==> src/rtl/vga_pkg.sv <==
`default_nettype none
// ============================================================================
//  Module      : vga_pkg
//  Description : Shared types and constants for the VGA timing receiver:
//                receiver state encoding, default counter widths and the
//                nominal source timing the receiver is built around.
//  Revision    : 1.0 - initial release
// ============================================================================
package vga_pkg;

  // Default widths of the line/frame counters and the Hsync width counter
  localparam int c_CNT_W_DEF = 11;
  localparam int c_HSW_W_DEF = 8;

  // Nominal source timing (clocks per line, lines per frame, Hsync width)
  localparam int c_NOM_LINE_CLKS   = 768;
  localparam int c_NOM_FRAME_LINES = 1024;
  localparam int c_NOM_HSYNC_CLKS  = 16;

  // Lock-acquisition state machine
  typedef enum logic [2:0] {
    SEARCH = 3'd0,
    HMEAS  = 3'd1,
    VWAIT  = 3'd2,
    FMEAS  = 3'd3,
    LOCKED = 3'd4
  } state_t;

endpackage
`default_nettype wire

==> src/rtl/sync_edge.sv <==
`default_nettype none
// ============================================================================
//  Module      : sync_edge
//  Description : Registers an active-low sync input once, keeps the previous
//                registered value and decodes falling / rising edges.
//                Both registers reset to 1 (sync idle) so that releasing
//                reset never produces a spurious edge.
//  Revision    : 1.0 - initial release
// ============================================================================
module sync_edge (
  input  logic clk,
  input  logic rst,
  input  logic sig_i,
  output logic level_o,
  output logic fall_o,
  output logic rise_o
);

  logic sig_q;
  logic prev_q;

  // Input sample register plus one-cycle history for edge detection
  always_ff @(posedge clk) begin
    if (rst) begin
      sig_q  <= 1'b1;
      prev_q <= 1'b1;
    end else begin
      sig_q  <= sig_i;
      prev_q <= sig_q;
    end
  end

  assign level_o = sig_q;
  assign fall_o  = prev_q & ~sig_q;
  assign rise_o  = ~prev_q & sig_q;

endmodule
`default_nettype wire

==> src/rtl/vga_sync_rx.sv <==
`default_nettype none
// ============================================================================
//  Module      : vga_sync_rx
//  Description : Recovers VGA timing from active-low Hsync/Vsync. Measures
//                line length, frame height and Hsync width, locks once two
//                consistent measurements agree and reports the beam position
//                together with line/frame strobes, mismatch errors and a
//                missing-Hsync timeout.
//  Revision    : 1.0 - initial release
// ============================================================================
module vga_sync_rx
  import vga_pkg::*;
#(
  parameter int CNT_W = c_CNT_W_DEF,
  parameter int HSW_W = c_HSW_W_DEF
) (
  input  logic             clk,
  input  logic             rst,
  input  logic             Hsync,
  input  logic             Vsync,
  output logic             locked,
  output logic [CNT_W-1:0] pixel_x,
  output logic [CNT_W-1:0] pixel_y,
  output logic [CNT_W-1:0] line_len,
  output logic [CNT_W-1:0] frame_lines,
  output logic [HSW_W-1:0] hs_width,
  output logic             line_strobe,
  output logic             frame_strobe,
  output logic             line_err,
  output logic             frame_err,
  output logic             timeout
);

  localparam logic [CNT_W-1:0] c_HCNT_MAX = '1;
  localparam logic [HSW_W-1:0] c_HSW_MAX  = '1;

  logic w_hs_lvl, w_hs_fall, w_hs_rise;
  logic w_vs_lvl_unused, w_vs_fall, w_vs_rise_unused;

  state_t           state_q, state_d;
  logic [CNT_W-1:0] hcnt_q, vcnt_q;
  logic [HSW_W-1:0] hsw_cnt_q, hs_width_q;
  logic [CNT_W-1:0] line_len_q, line_len_d;
  logic [CNT_W-1:0] frame_lines_q, frame_lines_d;
  logic             line_stb_q, line_stb_d;
  logic             frame_stb_q, frame_stb_d;
  logic             line_err_q, line_err_d;
  logic             frame_err_q, frame_err_d;
  logic             timeout_q, timeout_d;

  logic [CNT_W-1:0] w_line_meas, w_frame_meas;
  logic             w_line_bad, w_frame_bad, w_hcnt_max;

  sync_edge u_hs_edge (
    .clk     (clk),
    .rst     (rst),
    .sig_i   (Hsync),
    .level_o (w_hs_lvl),
    .fall_o  (w_hs_fall),
    .rise_o  (w_hs_rise)
  );

  sync_edge u_vs_edge (
    .clk     (clk),
    .rst     (rst),
    .sig_i   (Vsync),
    .level_o (w_vs_lvl_unused),
    .fall_o  (w_vs_fall),
    .rise_o  (w_vs_rise_unused)
  );

  // Count includes the clock of the edge itself, hence the +1
  assign w_line_meas  = hcnt_q + CNT_W'(1);
  assign w_frame_meas = vcnt_q + CNT_W'(1);
  assign w_line_bad   = w_hs_fall & (w_line_meas != line_len_q);
  assign w_frame_bad  = w_vs_fall & (w_frame_meas != frame_lines_q);
  assign w_hcnt_max   = (hcnt_q == c_HCNT_MAX);

  // Horizontal counter restarts each line and parks at its maximum
  always_ff @(posedge clk) begin
    if (rst) begin
      hcnt_q <= '0;
    end else if (w_hs_fall) begin
      hcnt_q <= '0;
    end else if (!w_hcnt_max) begin
      hcnt_q <= hcnt_q + CNT_W'(1);
    end
  end

  // Vertical counter: frame start wins over a coincident line start
  always_ff @(posedge clk) begin
    if (rst) begin
      vcnt_q <= '0;
    end else if (w_vs_fall) begin
      vcnt_q <= '0;
    end else if (w_hs_fall) begin
      vcnt_q <= vcnt_q + CNT_W'(1);
    end
  end

  // Saturating Hsync-low width counter, latched when Hsync returns high
  always_ff @(posedge clk) begin
    if (rst) begin
      hsw_cnt_q  <= '0;
      hs_width_q <= '0;
    end else begin
      if (!w_hs_lvl) begin
        if (hsw_cnt_q != c_HSW_MAX) hsw_cnt_q <= hsw_cnt_q + HSW_W'(1);
      end else begin
        hsw_cnt_q <= '0;
      end
      if (w_hs_rise) hs_width_q <= hsw_cnt_q;
    end
  end

  // State, measurement and event-pulse registers
  always_ff @(posedge clk) begin
    if (rst) begin
      state_q       <= SEARCH;
      line_len_q    <= '0;
      frame_lines_q <= '0;
      line_stb_q    <= 1'b0;
      frame_stb_q   <= 1'b0;
      line_err_q    <= 1'b0;
      frame_err_q   <= 1'b0;
      timeout_q     <= 1'b0;
    end else begin
      state_q       <= state_d;
      line_len_q    <= line_len_d;
      frame_lines_q <= frame_lines_d;
      line_stb_q    <= line_stb_d;
      frame_stb_q   <= frame_stb_d;
      line_err_q    <= line_err_d;
      frame_err_q   <= frame_err_d;
      timeout_q     <= timeout_d;
    end
  end

  // Lock acquisition: measure a line, confirm it across a frame, then track
  always_comb begin
    state_d       = state_q;
    line_len_d    = line_len_q;
    frame_lines_d = frame_lines_q;
    line_stb_d    = 1'b0;
    frame_stb_d   = 1'b0;
    line_err_d    = 1'b0;
    frame_err_d   = 1'b0;
    timeout_d     = 1'b0;

    case (state_q)
      SEARCH: begin
        if (w_hs_fall) state_d = HMEAS;
      end
      HMEAS: begin
        if (w_hs_fall) begin
          line_len_d = w_line_meas;
          state_d    = VWAIT;
        end
      end
      VWAIT: begin
        if (w_line_bad) begin
          line_err_d = 1'b1;
          state_d    = HMEAS;
        end else if (w_vs_fall) begin
          state_d = FMEAS;
        end
      end
      FMEAS: begin
        if (w_line_bad) begin
          line_err_d = 1'b1;
          state_d    = HMEAS;
        end else if (w_vs_fall) begin
          frame_lines_d = w_frame_meas;
          state_d       = LOCKED;
        end
      end
      LOCKED: begin
        // Both checks report; either one drops lock
        line_err_d  = w_line_bad;
        frame_err_d = w_frame_bad;
        if (w_line_bad || w_frame_bad) begin
          state_d = HMEAS;
        end else begin
          line_stb_d  = w_hs_fall;
          frame_stb_d = w_vs_fall;
        end
      end
      default: state_d = SEARCH;
    endcase

    // Missing Hsync overrides everything else; measurements are kept
    if ((state_q != SEARCH) && w_hcnt_max && !w_hs_fall) begin
      state_d       = SEARCH;
      timeout_d     = 1'b1;
      frame_lines_d = frame_lines_q;
      line_stb_d    = 1'b0;
      frame_stb_d   = 1'b0;
    end
  end

  assign locked       = (state_q == LOCKED);
  assign pixel_x      = locked ? hcnt_q : '0;
  assign pixel_y      = locked ? vcnt_q : '0;
  assign line_len     = line_len_q;
  assign frame_lines  = frame_lines_q;
  assign hs_width     = hs_width_q;
  assign line_strobe  = line_stb_q;
  assign frame_strobe = frame_stb_q;
  assign line_err     = line_err_q;
  assign frame_err    = frame_err_q;
  assign timeout      = timeout_q;

endmodule
`default_nettype wire

==> config.mk <==
export PLATFORM = sky130hd
export DESIGN_NAME = vga_sync_rx
export DESIGN_NICKNAME = d
export VERILOG_FILES = /design/src/rtl/vga_pkg.sv /design/src/rtl/sync_edge.sv /design/src/rtl/vga_sync_rx.sv
export SDC_FILE = /design/constraint.sdc
export NUM_CORES = 1
export LEC_CHECK = 0
export ABC_AREA = 1
export BUFFER_PORTS_ARGS = -buffer_cell sky130_fd_sc_hd__buf_2
export CAP_MARGIN = 20
export CORE_MARGIN = 1.5
export CORE_UTILIZATION = 38
export DETAILED_ROUTE_END_ITERATION = 12
export PLACE_DENSITY_LB_ADDON = 0.25
export SLEW_MARGIN = 40
export SYNTH_ARGS = -nofsm -noshare
export SYNTH_HDL_FRONTEND = slang
export SYNTH_HIERARCHICAL = 1
export SYNTH_SLANG_ARGS = --single-unit
==> constraint.sdc <==
create_clock -name clk -period 2.41 [get_ports clk]
set_input_delay 0.482 -clock clk [delete_from_list [all_inputs] [get_ports clk]]
set_output_delay 0.482 -clock clk [all_outputs]
set_load 0.005 [all_outputs]
==> results_dict.tcl <==
set metrics [dict create \
    status "finished, final reports clean" \
    worstPathRequired_ns 2.65 \
    num_vias 3754 \
    slowest_stage "dfxtp_1" \
    dp_hpwl_um 6991 \
    combPwrFrac_pct 14.9 \
    ant_nets 0 \
    grt_max_degree 24 \
    multi_input_area_um2 1877 \
    initial_core_util_pct 38.72 \
    synth_nets 588 \
    power.switching_uw 785.0 \
    die-area_um2 10470 \
    routed_wl_um 9410 \
    end_kind "register" \
    path_buf_inv 0 \
    arrival_ns 2.42 \
    crit_fanout 5 \
    grt_pass1_wl_um 15280 \
    final_hold_viol_count 0 \
    numCtsBuffers 9 \
    drive_gt1_share_pct 19.03 \
    drc 0 \
    cts_hold_buf 0 \
    pwr-share-seq_pct 49.0 \
    hold_path_class "input port to register" \
    switching_share_pct 29.68 \
    antennaDiodeCount 0 \
    slew-limit-headroom_pct 52.50 \
    path_clk_slew_ns 0.08 \
    nNetsFinal 659 \
    start_kind "register" \
    n_fill_cell 1008 \
    clkSinkCount 72 \
    grt_pass1_vias 3321 \
    clk_latency_ns 0.35 \
    die_x_um 102.3 \
    worst_ir_drop_vdd_mv 0.3337 \
    syn_area_per_cell_um2 6.454 \
    fin_crit_sh_pct 90.52 \
    max_slew.worst_pin.slew_ns 0.7071 \
    synth_cells 581 \
    vias_per_cell 4.752 \
    clockBufferDepth 2 \
    cts_root_buf "clkbuf_8" \
    path_delay_family "simple AND/OR/NAND/NOR gates" \
    portBuffers 61 \
    wire_per_inst_um 11.91 \
    fin_skew_ns 0.01145 \
    crit_top_cell "nand2_1" \
    ys_warn_count 6 \
    setup.worst_path.class "register to register" \
    p_leak_uw 0.002108 \
    timing.final.crit_period_ns 2.182 \
    setup_violations 0 \
    regArea_um2 1441 \
    die_h_um 102.3 \
    grt-ovfl-total 0 \
    area_growth_pct 19.35 \
    p_per_area_nw_per_um2 591.0 \
    max_freq_mhz 458.4 \
    cts_tree "built" \
    tns_ns 0 \
    grt.total_usage_pct 18.67 \
    rows 36 \
    gp_congestion 0.8837 \
    h-tree-depth 3 \
    ios 62 \
    drtIter0Drc 185 \
    clockPowerShare_pct 36.1 \
    crit_path_cell_trace "ha_1 -> nand2_2 -> nor2_4 -> nand2_2 -> o21ai_2 -> nand2_1 -> nand2_1 -> nand2_1 -> nor2_1 -> nand2_1 -> nand2_1 -> nand3_1 -> nand2_1 -> nand2_1 -> nand2_1 -> nor2_1" \
    synth.cell_area_um2 3750 \
    cpPeakStageDelay_ns 0.34 \
    maxSlewViolCount 0 \
    dp_worst_setup_slack_ns 0.09075 \
    timing.max_cap.violations 0 \
    internal-power_uw 1860 \
    core_um2 9684 \
    setup_ws_ns 0.2284 \
    dr.pass1.iters 5 \
    grt_antenna_before_repair 0 \
]
==> layout make-up <==
class                      instances  share of cell area [%]
multi-input combinational        395                   41.93
sequential                        72                   32.21
timing repair buffer              75                   9.170
inverter                          99                   8.583
tap                              133                   3.718
clock buffer                       9                   2.768
clock inverter                     7                   1.621
==> routing by layer <==
metal  vias up  wire length, um  GRT usage [%]
li1       1980                -              -
met1      1668             4589          24.99
met2        94             4224          29.09
met3        12              445          3.010
met4         0              151          9.484
met5         -                0              0
==> cells in the final DEF (no fill, tap or decap), drive strengths merged, types with 5 or more instances in the layout <==
| master | n |
|---|---|
| dfxtp | 72 |
| nand3 | 50 |
| o21ai | 41 |
| clkinvlp | 5 |
| nand4 | 5 |
| nor2 | 81 |
| inv | 97 |
| nand2 | 145 |
| clkbuf | 9 |
| buf | 75 |
| nor3 | 8 |
| a21oi | 50 |
==> registers in the layout (all words and copies together) (netlist names) <==
register,count
hsw_cnt_q,8
u_hs_edge/prev_q,1
line_len,11
timeout,1
u_vs_edge/level_o,1
line_err,1
u_hs_edge/level_o,1
hs_width,8
frame_lines,11
u_vs_edge/prev_q,1
vcnt_q,11
hcnt_q,11
state_q,3
frame_err,1
line_strobe,1
frame_strobe,1
==> stage by stage <==
| step | util [%] | instance area (um^2) | hold WS, ns | power [uW] | instances |
|---|---|---|---|---|---|
| after floorplan | - | 3750 | 0.4039 | 1593 | 581 |
| after global placement | 43.48 | 4210 | 0.4143 | 1700 | 769 |
| after detailed placement | 43.48 | 4210 | 0.4274 | 1704 | 769 |
| after CTS | 45.50 | 4407 | 0.3048 | 2656 | 785 |
| after global routing | 46.21 | 4476 | 0.3112 | 2781 | 790 |
| final | 46.21 | 4476 | 0.3165 | 2645 | 790 |
==> worst min-delay path: cells and delay by family <==
family                 cells  cell delay [ns]
and+or+nand+nor            1             0.04
buffers and inverters      2             0.10
==> power by group through the flow <==
stage | clock network (uW) | registers (uW) | logic (uW)
floorplan | 0 | 1310 | 279
global placement | 0 | 1320 | 380
detailed placement | 0 | 1320 | 382
CTS | 976 | 1290 | 385
global route | 1020 | 1310 | 452
finish | 955 | 1300 | 394
==> what timing repair did <==
item | in CTS | in global routing
buffers inserted | 0 | 4
resized for setup | 0 | 10
setup endpoints to repair | 0 | 14
==> path summary, 6_finish.rpt <==
path,from,end,slack [ns],cells after the start
worst max-delay path,vcnt_q[1],state_q[0],0.23,16
worst min-delay path,Vsync,u_vs_edge/level_o,0.32,3
worst max register to register,vcnt_q[1],state_q[0],0.23,16
worst min register to register,u_vs_edge/level_o,u_vs_edge/prev_q,0.44,2
No activity file was read; power rests on OpenSTA's default activity.
